### src/rtl/decode_issue_stage.sv
// Decode/issue stage: buffers fetched instructions in a circular queue, decodes the head and
// issues it over valid/ready. A per-register scoreboard stalls the head on RAW hazards.
module decode_issue_stage #(
   parameter int unsigned XLEN     = 32,
   parameter int unsigned ADDR_W   = 16,
   parameter int unsigned REG_BASE = 0,
   parameter int unsigned QDEPTH   = 4
) (
   input  logic              clk,
   input  logic              rst,
   input  logic              in_valid,
   output logic              in_ready,
   input  logic [XLEN-1:0]   in_instr,
   input  logic [XLEN-1:0]   in_pc,
   input  logic              flush,
   output logic              out_valid,
   input  logic              out_ready,
   output logic [6:0]        out_opcode,
   output logic [2:0]        out_funct3,
   output logic [6:0]        out_funct7,
   output logic [XLEN-8:0]   out_imm_raw,
   output logic [ADDR_W-1:0] out_rs1_A,
   output logic [ADDR_W-1:0] out_rs2_A,
   output logic [ADDR_W-1:0] out_rd_A,
   output logic              out_rd_we,
   output logic              out_illegal,
   output logic [XLEN-1:0]   out_pc,
   input  logic              wb_valid,
   input  logic [4:0]        wb_rd
);

   localparam int unsigned PtrW = (QDEPTH > 1) ? $clog2(QDEPTH) : 1;
   localparam int unsigned CntW = PtrW + 1;
   localparam logic [ADDR_W-1:0] BaseA = ADDR_W'(REG_BASE);

   function automatic logic op_writes_rd(input logic [6:0] op);
      case (op)
         7'h37, 7'h17, 7'h6F, 7'h67, 7'h03, 7'h13, 7'h33: return 1'b1;
         default:                                         return 1'b0;
      endcase
   endfunction

   function automatic logic op_uses_rs1(input logic [6:0] op);
      case (op)
         7'h67, 7'h03, 7'h13, 7'h33, 7'h23, 7'h63: return 1'b1;
         default:                                  return 1'b0;
      endcase
   endfunction

   function automatic logic op_uses_rs2(input logic [6:0] op);
      case (op)
         7'h33, 7'h23, 7'h63: return 1'b1;
         default:             return 1'b0;
      endcase
   endfunction

   function automatic logic op_legal(input logic [6:0] op);
      return op_writes_rd(op) | op_uses_rs1(op) | op_uses_rs2(op) | (op == 7'h0F) | (op == 7'h73);
   endfunction

   logic [XLEN-1:0]   instr_mem_q [QDEPTH];
   logic [XLEN-1:0]   pc_mem_q    [QDEPTH];
   logic [PtrW-1:0]   wr_ptr_q, wr_ptr_d, rd_ptr_q, rd_ptr_d;
   logic [CntW-1:0]   count_q, count_d;
   logic [31:0]       pending_q, pending_d;

   logic              out_valid_q, out_valid_d;
   logic [XLEN-1:0]   out_instr_q, out_pc_q;
   logic [ADDR_W-1:0] out_rs1_a_q, out_rs2_a_q, out_rd_a_q;
   logic              out_rd_we_q, out_illegal_q;

   logic [XLEN-1:0]   head_instr, head_pc;
   logic [6:0]        head_op;
   logic [4:0]        head_rs1, head_rs2, head_rd, out_rd_idx;
   logic              head_valid, busy_rs1, busy_rs2, hazard;
   logic              push, issue, out_hs;

   assign head_instr = instr_mem_q[rd_ptr_q];
   assign head_pc    = pc_mem_q[rd_ptr_q];
   assign head_op    = head_instr[6:0];
   assign head_rd    = head_instr[11:7];
   assign head_rs1   = head_instr[19:15];
   assign head_rs2   = head_instr[24:20];
   assign head_valid = (count_q != '0);
   assign out_rd_idx = out_instr_q[11:7];

   // The instruction sitting in the output register has not reached the scoreboard yet.
   always_comb begin
      busy_rs1 = (head_rs1 != 5'd0) &&
                 (pending_q[head_rs1] || (out_valid_q && out_rd_we_q && out_rd_idx == head_rs1));
      busy_rs2 = (head_rs2 != 5'd0) &&
                 (pending_q[head_rs2] || (out_valid_q && out_rd_we_q && out_rd_idx == head_rs2));
      hazard   = (op_uses_rs1(head_op) && busy_rs1) || (op_uses_rs2(head_op) && busy_rs2);
   end

   assign in_ready = !rst && (count_q < CntW'(QDEPTH));
   assign push     = in_valid && in_ready && !flush;
   assign out_hs   = out_valid_q && out_ready;
   assign issue    = !flush && head_valid && !hazard && (!out_valid_q || out_ready);

   always_comb begin
      wr_ptr_d    = wr_ptr_q;
      rd_ptr_d    = rd_ptr_q;
      count_d     = count_q;
      out_valid_d = out_valid_q;
      if (flush) begin
         wr_ptr_d    = '0;
         rd_ptr_d    = '0;
         count_d     = '0;
         out_valid_d = 1'b0;
      end else begin
         if (push) wr_ptr_d = wr_ptr_q + 1'b1;
         if (issue) rd_ptr_d = rd_ptr_q + 1'b1;
         count_d = count_q + CntW'(push) - CntW'(issue);
         if (issue) out_valid_d = 1'b1;
         else if (out_hs) out_valid_d = 1'b0;
      end
   end

   // Clear first so a same-index set wins.
   always_comb begin
      pending_d = pending_q;
      if (wb_valid) pending_d[wb_rd] = 1'b0;
      if (out_hs && out_rd_we_q && !flush) pending_d[out_rd_idx] = 1'b1;
      pending_d[0] = 1'b0;
   end

   always_ff @(posedge clk) begin
      if (push) begin
         instr_mem_q[wr_ptr_q] <= in_instr;
         pc_mem_q[wr_ptr_q]    <= in_pc;
      end
   end

   always_ff @(posedge clk) begin
      if (rst) begin
         wr_ptr_q      <= '0;
         rd_ptr_q      <= '0;
         count_q       <= '0;
         pending_q     <= '0;
         out_valid_q   <= 1'b0;
         out_instr_q   <= '0;
         out_pc_q      <= '0;
         out_rs1_a_q   <= '0;
         out_rs2_a_q   <= '0;
         out_rd_a_q    <= '0;
         out_rd_we_q   <= 1'b0;
         out_illegal_q <= 1'b0;
      end else begin
         wr_ptr_q    <= wr_ptr_d;
         rd_ptr_q    <= rd_ptr_d;
         count_q     <= count_d;
         pending_q   <= pending_d;
         out_valid_q <= out_valid_d;
         if (issue) begin
            out_instr_q   <= head_instr;
            out_pc_q      <= head_pc;
            out_rs1_a_q   <= BaseA + ADDR_W'(head_rs1);
            out_rs2_a_q   <= BaseA + ADDR_W'(head_rs2);
            out_rd_a_q    <= BaseA + ADDR_W'(head_rd);
            out_rd_we_q   <= op_writes_rd(head_op) && (head_rd != 5'd0);
            out_illegal_q <= !op_legal(head_op);
         end
      end
   end

   assign out_valid   = out_valid_q;
   assign out_opcode  = out_instr_q[6:0];
   assign out_funct3  = out_instr_q[14:12];
   assign out_funct7  = out_instr_q[31:25];
   assign out_imm_raw = out_instr_q[XLEN-1:7];
   assign out_rs1_A   = out_rs1_a_q;
   assign out_rs2_A   = out_rs2_a_q;
   assign out_rd_A    = out_rd_a_q;
   assign out_rd_we   = out_rd_we_q;
   assign out_illegal = out_illegal_q;
   assign out_pc      = out_pc_q;

endmodule

### config.mk
export PLATFORM = sky130hd
export DESIGN_NAME = decode_issue_stage
export DESIGN_NICKNAME = d
export VERILOG_FILES = /design/src/rtl/decode_issue_stage.sv
export SDC_FILE = /design/constraint.sdc
export NUM_CORES = 1
export LEC_CHECK = 0
export CORE_ASPECT_RATIO = 0.5
export CORE_MARGIN = 2
export CORE_UTILIZATION = 50
export CTS_BUF_LIST = sky130_fd_sc_hd__clkbuf_4 sky130_fd_sc_hd__clkbuf_8 sky130_fd_sc_hd__clkbuf_16
export DETAILED_ROUTE_END_ITERATION = 6
export HOLD_SLACK_MARGIN = 0.12
export PLACE_DENSITY = 0.76
export SLEW_MARGIN = 10
export SYNTH_ARGS = -nofsm -noshare
export SYNTH_HDL_FRONTEND = slang
export SYNTH_SLANG_ARGS = --single-unit
### constraint.sdc
create_clock -name clk -period 3.51 [get_ports clk]
set_input_delay 1.053 -clock clk [delete_from_list [all_inputs] [get_ports clk]]
set_output_delay 1.053 -clock clk [all_outputs]
set_load 0.01 [all_outputs]
==> flow_summary.ini, run 1 <==
[sta]
finalCriticalPeriod_ns = 3.58
hold_viol = 0
rsz0062_at_grt = yes
slew_violations = 0
skew_ns = 0.0245
period_share_pct = 102
relSlewSlack_pct = 33.4
worst-slew-pin-transition_ns = 0.999
fmax_mhz = 279
setup_tns_ns = -0.0687
setup_ws_ns = -0.0687
finalSetupViolCount = 1

[placed_design]
io_buffers = 167
dp_cells = 1571
gp_congestion = 0.880
dp_hpwl_um = 22100

[synthesis]
synthFlopType = edfxtp_1
async_flop_share_pct = 0
netlist_area_mm2 = 0.0153
ys_seq_area_share_pct = 64.4
synthCells = 1016
ys_seq_elements = 363
syn_area_per_cell_um2 = 15.0
ys_types = 48
synth_edf_count = 256
yosys_warnings = 0

[routing]
avgViaCountPerCell = 5.45
ant_nets = 0
vias = 9017
drt_iter0_drc = 710
drc = 0
drt_wl_total_um = 34400
avgRoutedWirePerCell_um = 20.8
first_pass_iters = 5

[clock_tree]
numCtsBuffers = 34
holdBufCountCts = 0
clkSlewWorstSetupHoldPaths_ns = 0.07
cts_root_buf = clkbuf_16
cts_sinks = 363
clockBufferDepth = 3
cts_tree = built
h-tree-depth = 2
clk_latency_ns = 0.53

[pwr]
peakVddDrop_v = 0.000345
p_leak_nw = 6.81
p_sw_share_pct = 20.7
pwr_density_cell_mw_per_mm2 = 479
p_switching_mw = 1.89
p_int_mw = 7.22
seqPwrFrac_pct = 51.3
combinationalPowerShare_pct = 6.2
power.clock.fraction_pct = 42.6

[floorplan]
die_w_um = 251
fp.dieArea_mm2 = 0.0320
coreArea_mm2 = 0.0302
num_io_pins = 201
die_h_um = 128
rows = 45
start_util_pct = 50.6

[flow_run]
drv_cap = 0

[worst_setup_path]
cp.required_ns = 3.91
crit_slowest_cell = mux4_2
rr_worst_depth = 17
startpoint_type = flip-flop
crit_type = flip-flop to flip-flop
worst_path_largest_cell_delay_ns = 0.63
arrival_ns = 3.98
cp-end-kind = flip-flop
crit_chain = mux4_2, buf_6, or2_1, nor4_2, buf_4, nor3_1, o21ai_1, nand4_1, inv_4, ha_4, inv_4, ha_4, inv_2, fa_2, xor2_2, xnor2_1, nor2_1
cp_max_fo = 7

[outcome]
status = finished with violations
violations = negative setup slack

[final_layout]
layoutNonFillerInstCount = 1653
num-nets-final = 1309
areaGrowthSynthToFinish_pct = 24.4
drive_above_1_share_pct = 18.8

[global_route]
overflow = 0
antenna_found_initial = 3
grt_pass1_wl_um = 51900
grt_pass1_vias = 9214
grt_max_degree = 113
grt_usage_pct = 21.2

[hold_path]
whs_path_depth = 2
min_path_type = flip-flop to flip-flop
[metal layers]
layer	GRT usage [%]	routed length (um)	vias up
met5	0	13	-
met4	7.11	886	2
met3	4.24	1990	69
met2	37.6	17700	300
met1	26.4	13800	4531
li1	-	-	4115
[final timing paths]
check | slack, ns | startpoint | to
min reg2reg | 0.48 | out_pc[4] | out_pc[4]
max | -0.07 | flip-flop | count_q[2]
max reg2reg | -0.07 | flip-flop | count_q[2]
min | 0.48 | out_pc[4] | out_pc[4]
[flip-flops by register name, summed over array words and instances, names as in the netlist, named ones only]
register / flops
out_illegal: 1
pending_q: 31
rd_ptr_q: 2
out_valid: 1
wr_ptr_q: 2
count_q: 3
pc_mem_q: 128
out_rd_we: 1
out_pc: 32
instr_mem_q: 128
out_instr_q: 32
[critical path: cells and delay by family, from the launching register on]
family / cells / cell delay (ns)
xor gates and xnor gates: 2 / 0.30
buffers and inverters: 5 / 0.50
AOI/OAI and AO/OA: 1 / 0.17
muxes: 1 / 0.63
DFF: 1 / 0.41
adders and majority gates: 3 / 0.65
and+or+nand+nor: 5 / 0.80
[layout by cell type (no fill, tap or decap), types with 3 or more instances in the layout]
master and instances:
a21oi_1 37, a22oi_1 4, and2_1 4, and3_4 4, buf_12 14, buf_4 68, buf_6 4, bufinv_16 4
clkbuf_16 35, clkbuf_4 6, clkbuf_8 5, clkdlybuf4s50_1 166, clkinv_1 3, clkinv_2 4, conb_1 33, dfxtp_1 104
edfxtp_1 256, ha_1 4, inv_1 7, inv_4 3, inv_6 3, mux2i_1 108, mux4_2 64, nand2_1 41
nand2b_1 131, nand3_1 5, nand3b_1 6, nand4_1 5, nor2_1 16, nor2b_1 5, nor3_1 9, nor3b_1 4
o21ai_0 31, or3_1 4, or3b_2 3, xnor2_1 8, xor2_1 4
[what timing repair did]
action	4_1_cts	5_1_grt
pin swaps	8	4
gates cloned	1	0
gates resized for setup	11	8
buffers inserted	9	9
endpoints found under the setup margin	28	28
[logic make-up after synthesis]
logic type               synth area share (%)
flip-flops                               64.4
AND/OR/NAND/NOR                          9.40
multiplexers                             16.7
buffers and inverters                    4.97
AO/OA/AOI/OAI                            3.12
XOR/XNOR                                0.746
adder cells (fa/ha/maj)                 0.623
other                                  0.0246
[power by group through the flow]
stage	Clock, mW	Combinational (mW)	Sequential, mW
finish	3.88	0.561	4.67
global route	4.12	0.600	4.67
CTS	3.94	0.551	4.67
detailed placement	0	0.534	4.76
global placement	0	0.521	4.76
floorplan	0	0.300	4.76
[Yosys cell counts, types with 3 or more instances]
cell type | n | area share [%]
nor3_1 | 9 | 0.30
xnor2_1 | 8 | 0.46
or3_1 | 4 | 0.16
nor2b_1 | 5 | 0.20
buf_4 | 65 | 3.2
nand4_1 | 5 | 0.20
or3b_2 | 3 | 0.17
nor4_1 | 3 | 0.12
a21oi_1 | 37 | 1.2
ha_1 | 6 | 0.49
and3_1 | 5 | 0.20
xor2_1 | 5 | 0.29
o21ai_0 | 31 | 1.0
mux2i_1 | 110 | 7.2
a2111oi_0 | 3 | 0.17
nor2_1 | 17 | 0.42
dfxtp_1 | 107 | 14
buf_6 | 7 | 0.52
buf_2 | 5 | 0.16
mux4_2 | 64 | 9.4
nor3b_1 | 5 | 0.25
buf_1 | 4 | 0.098
nand3_1 | 5 | 0.16
inv_1 | 10 | 0.25
edfxtp_1 | 256 | 50
nand3b_1 | 6 | 0.30
a22oi_1 | 4 | 0.20
and2_1 | 4 | 0.16
clkbuf_1 | 29 | 0.71
nand2_1 | 41 | 1.0
nand2b_1 | 131 | 5.4
[through the flow]
step	instance area, um2	power (mW)	util (%)	setup WS, ns	hold slack (ns)
2_1_floorplan	15500	5.06	-	-0.133	0.461
3_3_place_gp	17600	5.28	58.2	-0.265	0.463
3_5_place_dp	17600	5.30	58.2	-0.382	0.468
4_1_cts	18900	9.16	62.6	-0.0688	0.481
5_1_grt	19000	9.39	63.0	-0.263	0.503
6_report	19000	9.11	63.0	-0.0687	0.477
[final cells by class]
cell class	instances	area, um2
sequential	363	9840
clock inverter	15	186
multi-input combinational	564	4900
antenna	2	5.00
timing repair buffer	253	2530
fill	2141	11200
inverter	11	48.8
tap	399	499
clock buffer	46	990
Note: power is estimated with default switching activity, not from simulation.
==> inputs of run 2 (changes only) <==
--- a/config.mk
+++ b/config.mk
@@ -5,13 +5,14 @@
 export SDC_FILE = /design/constraint.sdc
 export NUM_CORES = 1
 export LEC_CHECK = 0
+export CAP_MARGIN = 0
 export CORE_ASPECT_RATIO = 0.5
 export CORE_MARGIN = 2
-export CORE_UTILIZATION = 50
+export CORE_UTILIZATION = 55
 export CTS_BUF_LIST = sky130_fd_sc_hd__clkbuf_4 sky130_fd_sc_hd__clkbuf_8 sky130_fd_sc_hd__clkbuf_16
 export DETAILED_ROUTE_END_ITERATION = 6
 export HOLD_SLACK_MARGIN = 0.12
-export PLACE_DENSITY = 0.76
+export PLACE_DENSITY = 0.8
 export SLEW_MARGIN = 10
 export SYNTH_ARGS = -nofsm -noshare
 export SYNTH_HDL_FRONTEND = slang
==> constraint.sdc (replaced) <==
create_clock -name clk -period 3.5 [get_ports clk]
set_input_delay 1.05 -clock clk [delete_from_list [all_inputs] [get_ports clk]]
set_output_delay 1.05 -clock clk [all_outputs]
set_load 0.01 [all_outputs]
==> flow_summary.ini, run 2 (synthesis gave the netlist of run 1 again) <==
[outcome]
status = finished with violations
violations = negative setup slack

[floorplan]
fp.dieArea_mm2 = 0.0292
coreArea_mm2 = 0.0275
start_util_pct = 55.5
num_io_pins = 201
die_w_um = 240
rows = 43
die_h_um = 122

[sta]
slew_violations = 0
rsz0062_at_grt = yes
finalSetupViolCount = 1
setup_ws_ns = -0.0215
fmax_mhz = 284
setup_tns_ns = -0.0215
skew_ns = 0.0428
worst-slew-pin-transition_ns = 1.02
hold_viol = 0
relSlewSlack_pct = 31.9
finalCriticalPeriod_ns = 3.52
period_share_pct = 101
final.hold.worst_slack_ns = 0.478

[clock_tree]
cts_sinks = 363
h-tree-depth = 1
cts_tree = built
numCtsBuffers = 30
holdBufCountCts = 0
clk_latency_ns = 0.60
cts_root_buf = clkbuf_16
clockBufferDepth = 3
clkSlewWorstSetupHoldPaths_ns = 0.07

[worst_setup_path]
crit_slowest_cell = mux4_2
startpoint_type = flip-flop
cp_max_fo = 7
worst_path_largest_cell_delay_ns = 0.52
cp.required_ns = 3.95
cp-end-kind = flip-flop
crit_buf_inv = 6
crit_chain = buf_12, mux4_2, buf_6, buf_4, mux2i_1, mux2i_1, a211oi_1, o21ai_2, nand4_1, inv_4, ha_4, inv_4, ha_4, inv_2, fa_2, xor2_2, xnor2_1, nor2_1
arrival_ns = 3.98
worst_path_dominant_cell_family = multiplexers
crit_type = flip-flop to flip-flop

[global_route]
grt_max_degree = 118
grt_pass1_wl_um = 51100
overflow = 0
antenna_found_initial = 1
grt_usage_pct = 23.0
grt_pass1_vias = 9308

[hold_path]
min_path_type = flip-flop to flip-flop

[final_layout]
top_regs = instr_mem_q x128, pc_mem_q x128
fin_area_mm2 = 0.0187
num-nets-final = 1287
areaGrowthSynthToFinish_pct = 22.4
final_common_cell = edfxtp_1
drive_above_1_share_pct = 17.5
layoutNonFillerInstCount = 1611
diodes = 0
final_cell_mix = 256 x edfxtp_1, 166 x clkdlybuf4s50_1, 131 x nand2b_1, 108 x mux2i_1, 104 x dfxtp_1
post-route-util_pct = 68.0

[routing]
avgRoutedWirePerCell_um = 20.7
drt_iter0_drc = 739
avgViaCountPerCell = 5.57
first_pass_iters = 5
drt_wl_total_um = 33400
vias = 8974
drc = 0
ant_nets = 0

[placed_design]
dp_cells = 1542
dp_slack_ns = -0.135
io_buffers = 167
place_area_mm2 = 0.0174
dp_hpwl_um = 21700
gp_congestion = 0.919

[pwr]
pwr_density_cell_mw_per_mm2 = 471
peakVddDrop_v = 0.000434
p_leak_nw = 6.64
p_total_mw = 8.80

[flow_run]
drv_cap = 0
==> run 2: routing by layer <==
layer  wire length [um]  share of wire (%)  track usage (%)  up-vias
li1                   -                  -                -     4059
met1              13500                 41             29.6     4569
met2              17300                 52             41.2      281
met3               1730                5.2             3.69       63
met4                770                2.3             6.17        2
met5                 16              0.048                0        -
==> run 2: layout make-up <==
cell class,instances,area (um2)
Multi-Input combinational cell,565,4910
Fill cell,1820,8810
Clock buffer,44,911
Inverter,11,48.8
Tap cell,382,478
Timing Repair Buffer,234,2330
Clock inverter,12,171
Sequential cell,363,9840
==> run 2: final timing paths <==
| check | from | endpoint | slack (ns) | cells past startpoint |
|---|---|---|---|---|
| worst max-delay path | flip-flop | count_q[2] | -0.02 | 18 |
| worst min-delay path | out_instr_q[5] | out_instr_q[5] | 0.48 | 2 |
| worst max register to register | flip-flop | count_q[2] | -0.02 | 18 |
| worst min register to register | out_instr_q[5] | out_instr_q[5] | 0.48 | 2 |
==> run 2: power by group <==
group	leakage (nW)	internal, mW	total [mW]	switching [mW]
logic	2.93	0.284	0.547	0.263
clock network	0.539	2.05	3.57	1.53
registers	3.18	4.65	4.68	0.0338
total	6.64	6.98	8.80	1.82
==> run 2: repair_timing <==
item	in CTS	in global routing
endpoints found under the hold margin	0	0
endpoints found under the setup margin	5	61
gates cloned	1	0
gates resized for setup	9	7
buffers inserted	5	7
pin swaps	3	8
==> run 2: worst register-to-register path, stage by stage, from the launching register on <==
cell	delay, ns
dfxtp_4	0.42
buf_12	0.15
mux4_2	0.52
buf_6	0.16
buf_4	0.13
mux2i_1	0.16
mux2i_1	0.11
a211oi_1	0.31
o21ai_2	0.13
nand4_1	0.17
inv_4	0.05
ha_4	0.21
inv_4	0.06
ha_4	0.12
inv_2	0.03
fa_2	0.34
xor2_2	0.15
xnor2_1	0.14
nor2_1	0.05
